[config.mk]
export PLATFORM = sky130hd
export DESIGN_NAME = frame_unpacker
export DESIGN_NICKNAME = d
export VERILOG_FILES = /design/src/rtl/frame_pkg.sv /design/src/rtl/frame_unpacker_maj3.sv /design/src/rtl/frame_unpacker.sv
export SDC_FILE = /design/constraint.sdc
export NUM_CORES = 1
export LEC_CHECK = 0
export BUFFER_PORTS_ARGS = -buffer_cell sky130_fd_sc_hd__buf_2
export CAP_MARGIN = 20
export CORE_ASPECT_RATIO = 0.7
export CORE_MARGIN = 4
export CORE_UTILIZATION = 55
export CTS_CLUSTER_SIZE = 10
export DETAILED_ROUTE_END_ITERATION = 8
export GPL_TIMING_DRIVEN = 1
export PLACE_DENSITY = 0.76
export SLEW_MARGIN = 10
export SYNTH_ARGS = -nofsm -noshare
export SYNTH_HDL_FRONTEND = slang
export SYNTH_SLANG_ARGS = --single-unit
[constraint.sdc]
create_clock -name clk -period 2.7 [get_ports clk]
set_input_delay 0.54 -clock clk [delete_from_list [all_inputs] [get_ports clk]]
set_output_delay 0.54 -clock clk [all_outputs]
set_load 0.03 [all_outputs]
[src/rtl/frame_pkg.sv]
`default_nettype none
// ---------------------------------------------------------------------------
// frame_pkg : frame geometry, sync word and receiver state type | rev 1.0
// ---------------------------------------------------------------------------
package frame_pkg;

  localparam int         FRAME_W   = 12;
  localparam logic [5:0] SYNC      = 6'b100_010;

  localparam int         A_HI_MSB  = 11;
  localparam int         A_HI_LSB  = 10;
  localparam int         B_REP_MSB = 9;
  localparam int         B_REP_LSB = 7;
  localparam int         A_LO      = 6;
  localparam int         SYNC_MSB  = 5;
  localparam int         SYNC_LSB  = 0;

  localparam logic [3:0] LAST_BIT  = 4'd11;
  localparam logic [3:0] FILL_MAX  = 4'd12;

  typedef enum logic {
    HUNT   = 1'b0,
    LOCKED = 1'b1
  } fu_state_t;

endpackage
`default_nettype wire

[src/rtl/frame_unpacker_maj3.sv]
`default_nettype none
// ---------------------------------------------------------------------------
// maj3 : 3-input majority vote with disagreement flag | rev 1.0
// ---------------------------------------------------------------------------
module maj3 (
  input  logic [2:0] bits_i,
  output logic       maj_o,
  output logic       disagree_o
);

  assign maj_o      = (bits_i[0] & bits_i[1]) | (bits_i[0] & bits_i[2]) | (bits_i[1] & bits_i[2]);
  assign disagree_o = ~((&bits_i) | ~(|bits_i));

endmodule
`default_nettype wire

[src/rtl/frame_unpacker.sv]
`default_nettype none
// ---------------------------------------------------------------------------
// frame_unpacker : serial frame hunter/locker with 1-entry valid/ready output | rev 1.0
// ---------------------------------------------------------------------------
module frame_unpacker
  import frame_pkg::*;
#(
  parameter int MISS_LIMIT = 2,
  parameter int DROP_W     = 8
) (
  input  logic              clk,
  input  logic              reset_n,
  input  logic              bit_in,
  input  logic              bit_valid,
  output logic              out_valid,
  input  logic              out_ready,
  output logic [2:0]        out_a,
  output logic              out_b,
  output logic              out_rep_err,
  output logic              locked,
  output logic [DROP_W-1:0] drop_cnt
);

  // Miss counter only needs to reach MISS_LIMIT-1 before the fallback fires.
  localparam int              MISS_W    = (MISS_LIMIT < 2) ? 1 : $clog2(MISS_LIMIT);
  localparam logic [MISS_W-1:0] MISS_LAST = MISS_W'(MISS_LIMIT - 1);

  fu_state_t           state_q;
  logic [FRAME_W-1:0]  sr_q;
  logic [3:0]          fill_q;
  logic [3:0]          phase_q;
  logic [MISS_W-1:0]   miss_q;
  logic                out_valid_q;
  logic [2:0]          out_a_q;
  logic                out_b_q;
  logic                out_rep_err_q;
  logic [DROP_W-1:0]   drop_q;

  logic [FRAME_W-1:0]  sr_d;
  logic                sync_ok;
  logic                hunt_hit;
  logic                lock_end;
  logic                deliver;
  logic                load;
  logic                maj;
  logic                disagree;

  assign sr_d     = {sr_q[FRAME_W-2:0], bit_in};
  assign sync_ok  = (sr_d[SYNC_MSB:SYNC_LSB] == SYNC);
  assign hunt_hit = bit_valid && (state_q == HUNT) && (fill_q >= 4'd11) && sync_ok;
  assign lock_end = bit_valid && (state_q == LOCKED) && (phase_q == LAST_BIT);
  assign deliver  = hunt_hit || (lock_end && sync_ok);
  assign load     = deliver && (!out_valid_q || out_ready);

  maj3 u_maj3 (
    .bits_i     (sr_d[B_REP_MSB:B_REP_LSB]),
    .maj_o      (maj),
    .disagree_o (disagree)
  );

  always_ff @(posedge clk or negedge reset_n) begin
    if (!reset_n) begin
      state_q       <= HUNT;
      sr_q          <= '0;
      fill_q        <= '0;
      phase_q       <= '0;
      miss_q        <= '0;
      out_valid_q   <= 1'b0;
      out_a_q       <= '0;
      out_b_q       <= 1'b0;
      out_rep_err_q <= 1'b0;
      drop_q        <= '0;
    end else begin
      if (bit_valid) begin
        sr_q <= sr_d;
        if (fill_q != FILL_MAX) fill_q <= fill_q + 4'd1;
      end

      case (state_q)
        HUNT: begin
          if (hunt_hit) begin
            state_q <= LOCKED;
            phase_q <= '0;
            miss_q  <= '0;
          end
        end
        LOCKED: begin
          if (bit_valid) begin
            if (phase_q == LAST_BIT) begin
              phase_q <= '0;
              if (sync_ok) begin
                miss_q <= '0;
              end else if (miss_q == MISS_LAST) begin
                // Shift register and fill are kept so the hunt resumes on live bits.
                state_q <= HUNT;
                miss_q  <= '0;
              end else begin
                miss_q <= miss_q + MISS_W'(1);
              end
            end else begin
              phase_q <= phase_q + 4'd1;
            end
          end
        end
        default: state_q <= HUNT;
      endcase

      if (load) begin
        out_valid_q   <= 1'b1;
        out_a_q       <= {sr_d[A_HI_MSB:A_HI_LSB], sr_d[A_LO]};
        out_b_q       <= maj;
        out_rep_err_q <= disagree;
      end else begin
        if (deliver && !(&drop_q)) drop_q <= drop_q + DROP_W'(1);
        if (out_ready) out_valid_q <= 1'b0;
      end
    end
  end

  assign out_valid   = out_valid_q;
  assign out_a       = out_a_q;
  assign out_b       = out_b_q;
  assign out_rep_err = out_rep_err_q;
  assign locked      = (state_q == LOCKED);
  assign drop_cnt    = drop_q;

endmodule
`default_nettype wire

==> impl_metrics.py <==
metrics = {
    "routing": {
        "drc": 0,
        "vias_per_cell": 5.62,
        "firstDrtPassIters": 4,
        "drt-total-wl_um": 2920,
        "wl_per_cell_um": 15.4,
        "drt-initial-drc-count": 80,
        "drtAntennaViolNets": 0,
        "vias": 1067,
    },
    "clock_network": {
        "cts_resized": 0,
        "cts_tree": "yes",
        "numCtsBuffers": 5,
        "clock_path_buffers": 2,
        "h-tree-depth": 2,
        "clkSlewWorstSetupHoldPaths_ns": 0.07,
        "hold_buffers": 0,
        "cts_setup_buffers": 0,
        "clk-insertion-delay-late_ns": 0.29,
        "cts_sinks": 35,
        "root_buffer": "clkbuf_8",
    },
    "setup_path": {
        "r2r_cells": 4,
        "cp_max_fo": 8,
        "critPathCapture": "out_a[2]",
        "worstPathArrival_ns": 2.28,
        "critPathLaunch": "sr_q[2]",
        "rr_startpoint": "sr_q[2]",
        "cp-start-kind": "register",
        "crit_path_end_kind": "register",
        "r2r-end": "out_a[2]",
        "crit_required_ns": 2.87,
        "reg2reg_slack_ns": 0.59,
        "worstSetupPathType": "reg2reg",
    },
    "timing": {
        "finalSetupViolCount": 0,
        "fin_crit_ns": 2.11,
        "finalCritPeriodShare_pct": 78.0,
        "max_freq_ghz": 0.475,
        "hold_violations": 0,
        "slew_headroom_pct": 49.6,
        "skew_ns": 0.00606,
        "tightest_slew_ns": 0.756,
        "slew_viol_final": 0,
        "fin_setup_tns_ns": 0,
        "rsz0062_at_grt": "false",
    },
    "yosys": {
        "yosysWarningCount": 0,
        "synth_xor_xnor_area_share_pct": 4.44,
        "synth_top_family_by_area": "simple AND/OR/NAND/NOR gates",
        "synth_top_area_share_pct": 55.6,
        "synthAdderAreaFrac_pct": 3.17,
        "yosys.area.top_type": "dfrtp_1",
        "synth_compound_area_share_pct": 7.22,
        "synthMuxAreaShare_pct": 11.4,
        "synth_simple_gate_area_share_pct": 16.7,
        "syn_nets": 142,
        "synth_edf_count": 0,
        "syn_area_mm2": 0.00158,
        "synth.area.top_cells": "dfrtp_1, mux2_2, nand2_1",
        "synth_cell_types": 32,
        "yosysSeqAreaShare_pct": 55.6,
        "ys.flop_type": "dfrtp_1",
        "avgSynthCellArea_um2": 11.9,
        "synth-async-reset-ratio_pct": 100,
        "synth_seq_cells": 35,
        "syn_inst": 133,
    },
    "final_layout": {
        "syn_to_final_growth_pct": 13.5,
        "final_area_mm2": 0.00179,
        "regArea_um2": 876,
        "layout.nets": 165,
        "multi_input_area_um2": 677,
        "drive_gt1_share_pct": 29.5,
        "antenna_cells": 0,
        "nFillCells": 193,
    },
    "placed_design": {
        "place_area_mm2": 0.00170,
        "portBuffers": 19,
        "place_hpwl_um": 2100,
        "gp_congestion": 0.738,
    },
    "outcome": {
        "status": "finished clean",
    },
    "floorplan": {
        "die-area_mm2": 0.00380,
        "row_count": 15,
        "die_h_um": 52.8,
        "io_pins": 20,
        "coreArea_mm2": 0.00259,
        "fp.dieW_um": 72.0,
        "initial_core_util_pct": 60.9,
    },
    "global_route": {
        "grt_max_degree": 36,
        "grt_pass1_vias": 1107,
        "antenna_found_initial": 0,
        "grt_overflow": 0,
        "grt_usage_pct": 18.7,
        "grt_pass1_wl_um": 5150,
    },
    "power_and_ir_drop": {
        "leakagePower_nw": 0.867,
        "p_per_area_mw_per_mm2": 855,
        "ir_drop_mv": 0.460,
    },
    "flow_run": {
        "maxCapViolations": 0,
    },
    "min_path": {
        "hp-class": "in2async",
    },
}
[how the worst min path moves through the flow]
stage	start	cells after the start	end	slack [ns]
6_report	reset_n	1	phase_q[0]	0.32
2_1_floorplan	reset_n	0	drop_cnt[0]	0.24
4_1_cts	reset_n	1	phase_q[2]	0.35
3_5_place_dp	out_rep_err	2	out_rep_err	0.48
3_3_place_gp	out_rep_err	2	out_rep_err	0.46
5_1_grt	reset_n	1	drop_cnt[2]	0.38
[cells in the final DEF, fill, tap and decap left out]
cell type | Yosys | layout
o31ai_1 | 4 | 4
nand4_1 | 5 | 5
nor3_1 | 4 | 4
inv_1 | 3 | 3
clkinv_2 | 0 | 1
and4_2 | 1 | 1
nor4_1 | 1 | 1
a21boi_1 | 1 | 1
clkbuf_8 | 0 | 6
and3_1 | 1 | 1
and4_1 | 1 | 1
ha_1 | 4 | 4
o21ai_0 | 2 | 2
buf_2 | 1 | 19
o211ai_1 | 1 | 1
a21oi_1 | 6 | 6
o22ai_1 | 1 | 1
nand2b_1 | 1 | 1
a32o_1 | 1 | 1
nand3_1 | 6 | 6
dfrtp_1 | 35 | 35
xor2_1 | 2 | 2
xnor2_1 | 6 | 6
nand2_1 | 14 | 14
nand4_2 | 1 | 1
nand3b_1 | 2 | 2
a31oi_1 | 2 | 2
or4b_4 | 1 | 1
nor2_1 | 5 | 5
nor3b_4 | 1 | 1
mux2_2 | 16 | 16
nor2b_1 | 2 | 2
[state kept, by name, indices dropped and copies added (netlist names)]
register	count
phase_q	4
out_valid	1
locked	1
out_a	3
drop_cnt	8
out_rep_err	1
miss_q	1
fill_q	4
out_b	1
sr_q	11
[layer usage]
| layer | track usage [%] | wire length [µm] |
|---|---|---|
| met5 | 0 | 0 |
| met4 | 8.13 | 70 |
| met2 | 28.2 | 1380 |
| met1 | 23.5 | 1340 |
| met3 | 8.05 | 135 |
[synthesized netlist by cell type, types with 2 or more instances]
master / count
a21oi_1: 6
a31oi_1: 2
dfrtp_1: 35
ha_1: 4
inv_1: 3
mux2_2: 16
nand2_1: 14
nand3_1: 6
nand3b_1: 2
nand4_1: 5
nor2_1: 5
nor2b_1: 2
nor3_1: 4
o21ai_0: 2
o31ai_1: 4
xnor2_1: 6
xor2_1: 2
[cell families after synthesis]
kind of cell / count (synthesis)
compound gates: 18
xor+xnor: 8
flops: 35
mux: 16
fa+ha+maj: 4
buf+inv: 6
simple gates: 46
[final cells by class]
| class | count | area share, % |
|---|---|---|
| Clock buffer | 6 | 4.62 |
| Tap cell | 34 | 2.38 |
| Sequential cell | 35 | 49.0 |
| Inverter | 3 | 0.629 |
| Clock inverter | 1 | 0.280 |
| Multi-Input combinational cell | 92 | 37.8 |
| Timing Repair Buffer | 19 | 5.31 |
[critical path: stages, from the launching register on]
cell,delay [ns]
dfrtp_1,0.39
or4b_4,0.53
nor3b_4,0.35
nand3_1,0.34
mux2_2,0.38
[report_power, final]
part           switching [W]  internal [W]  leakage (nW)
clock network       0.000175      0.000200        0.0470
registers           0.000129      0.000656         0.449
logic               0.000200      0.000169         0.371
total               0.000505       0.00102         0.867
[stage by stage]
step | util [%] | hold WS [ns] | total power (W) | cells | worst slack [ns]
3_5_place_dp | 65.7 | 0.477 | 0.00117 | 183 | 0.349
2_1_floorplan | - | 0.244 | 0.00105 | 133 | 0.607
6_report | 69.1 | 0.323 | 0.00153 | 190 | 0.593
5_1_grt | 69.1 | 0.381 | 0.00165 | 190 | 0.461
3_3_place_gp | 65.7 | 0.458 | 0.00113 | 183 | 0.386
4_1_cts | 69.1 | 0.345 | 0.00154 | 190 | 0.597
Note: power is estimated with default switching activity, not from simulation.
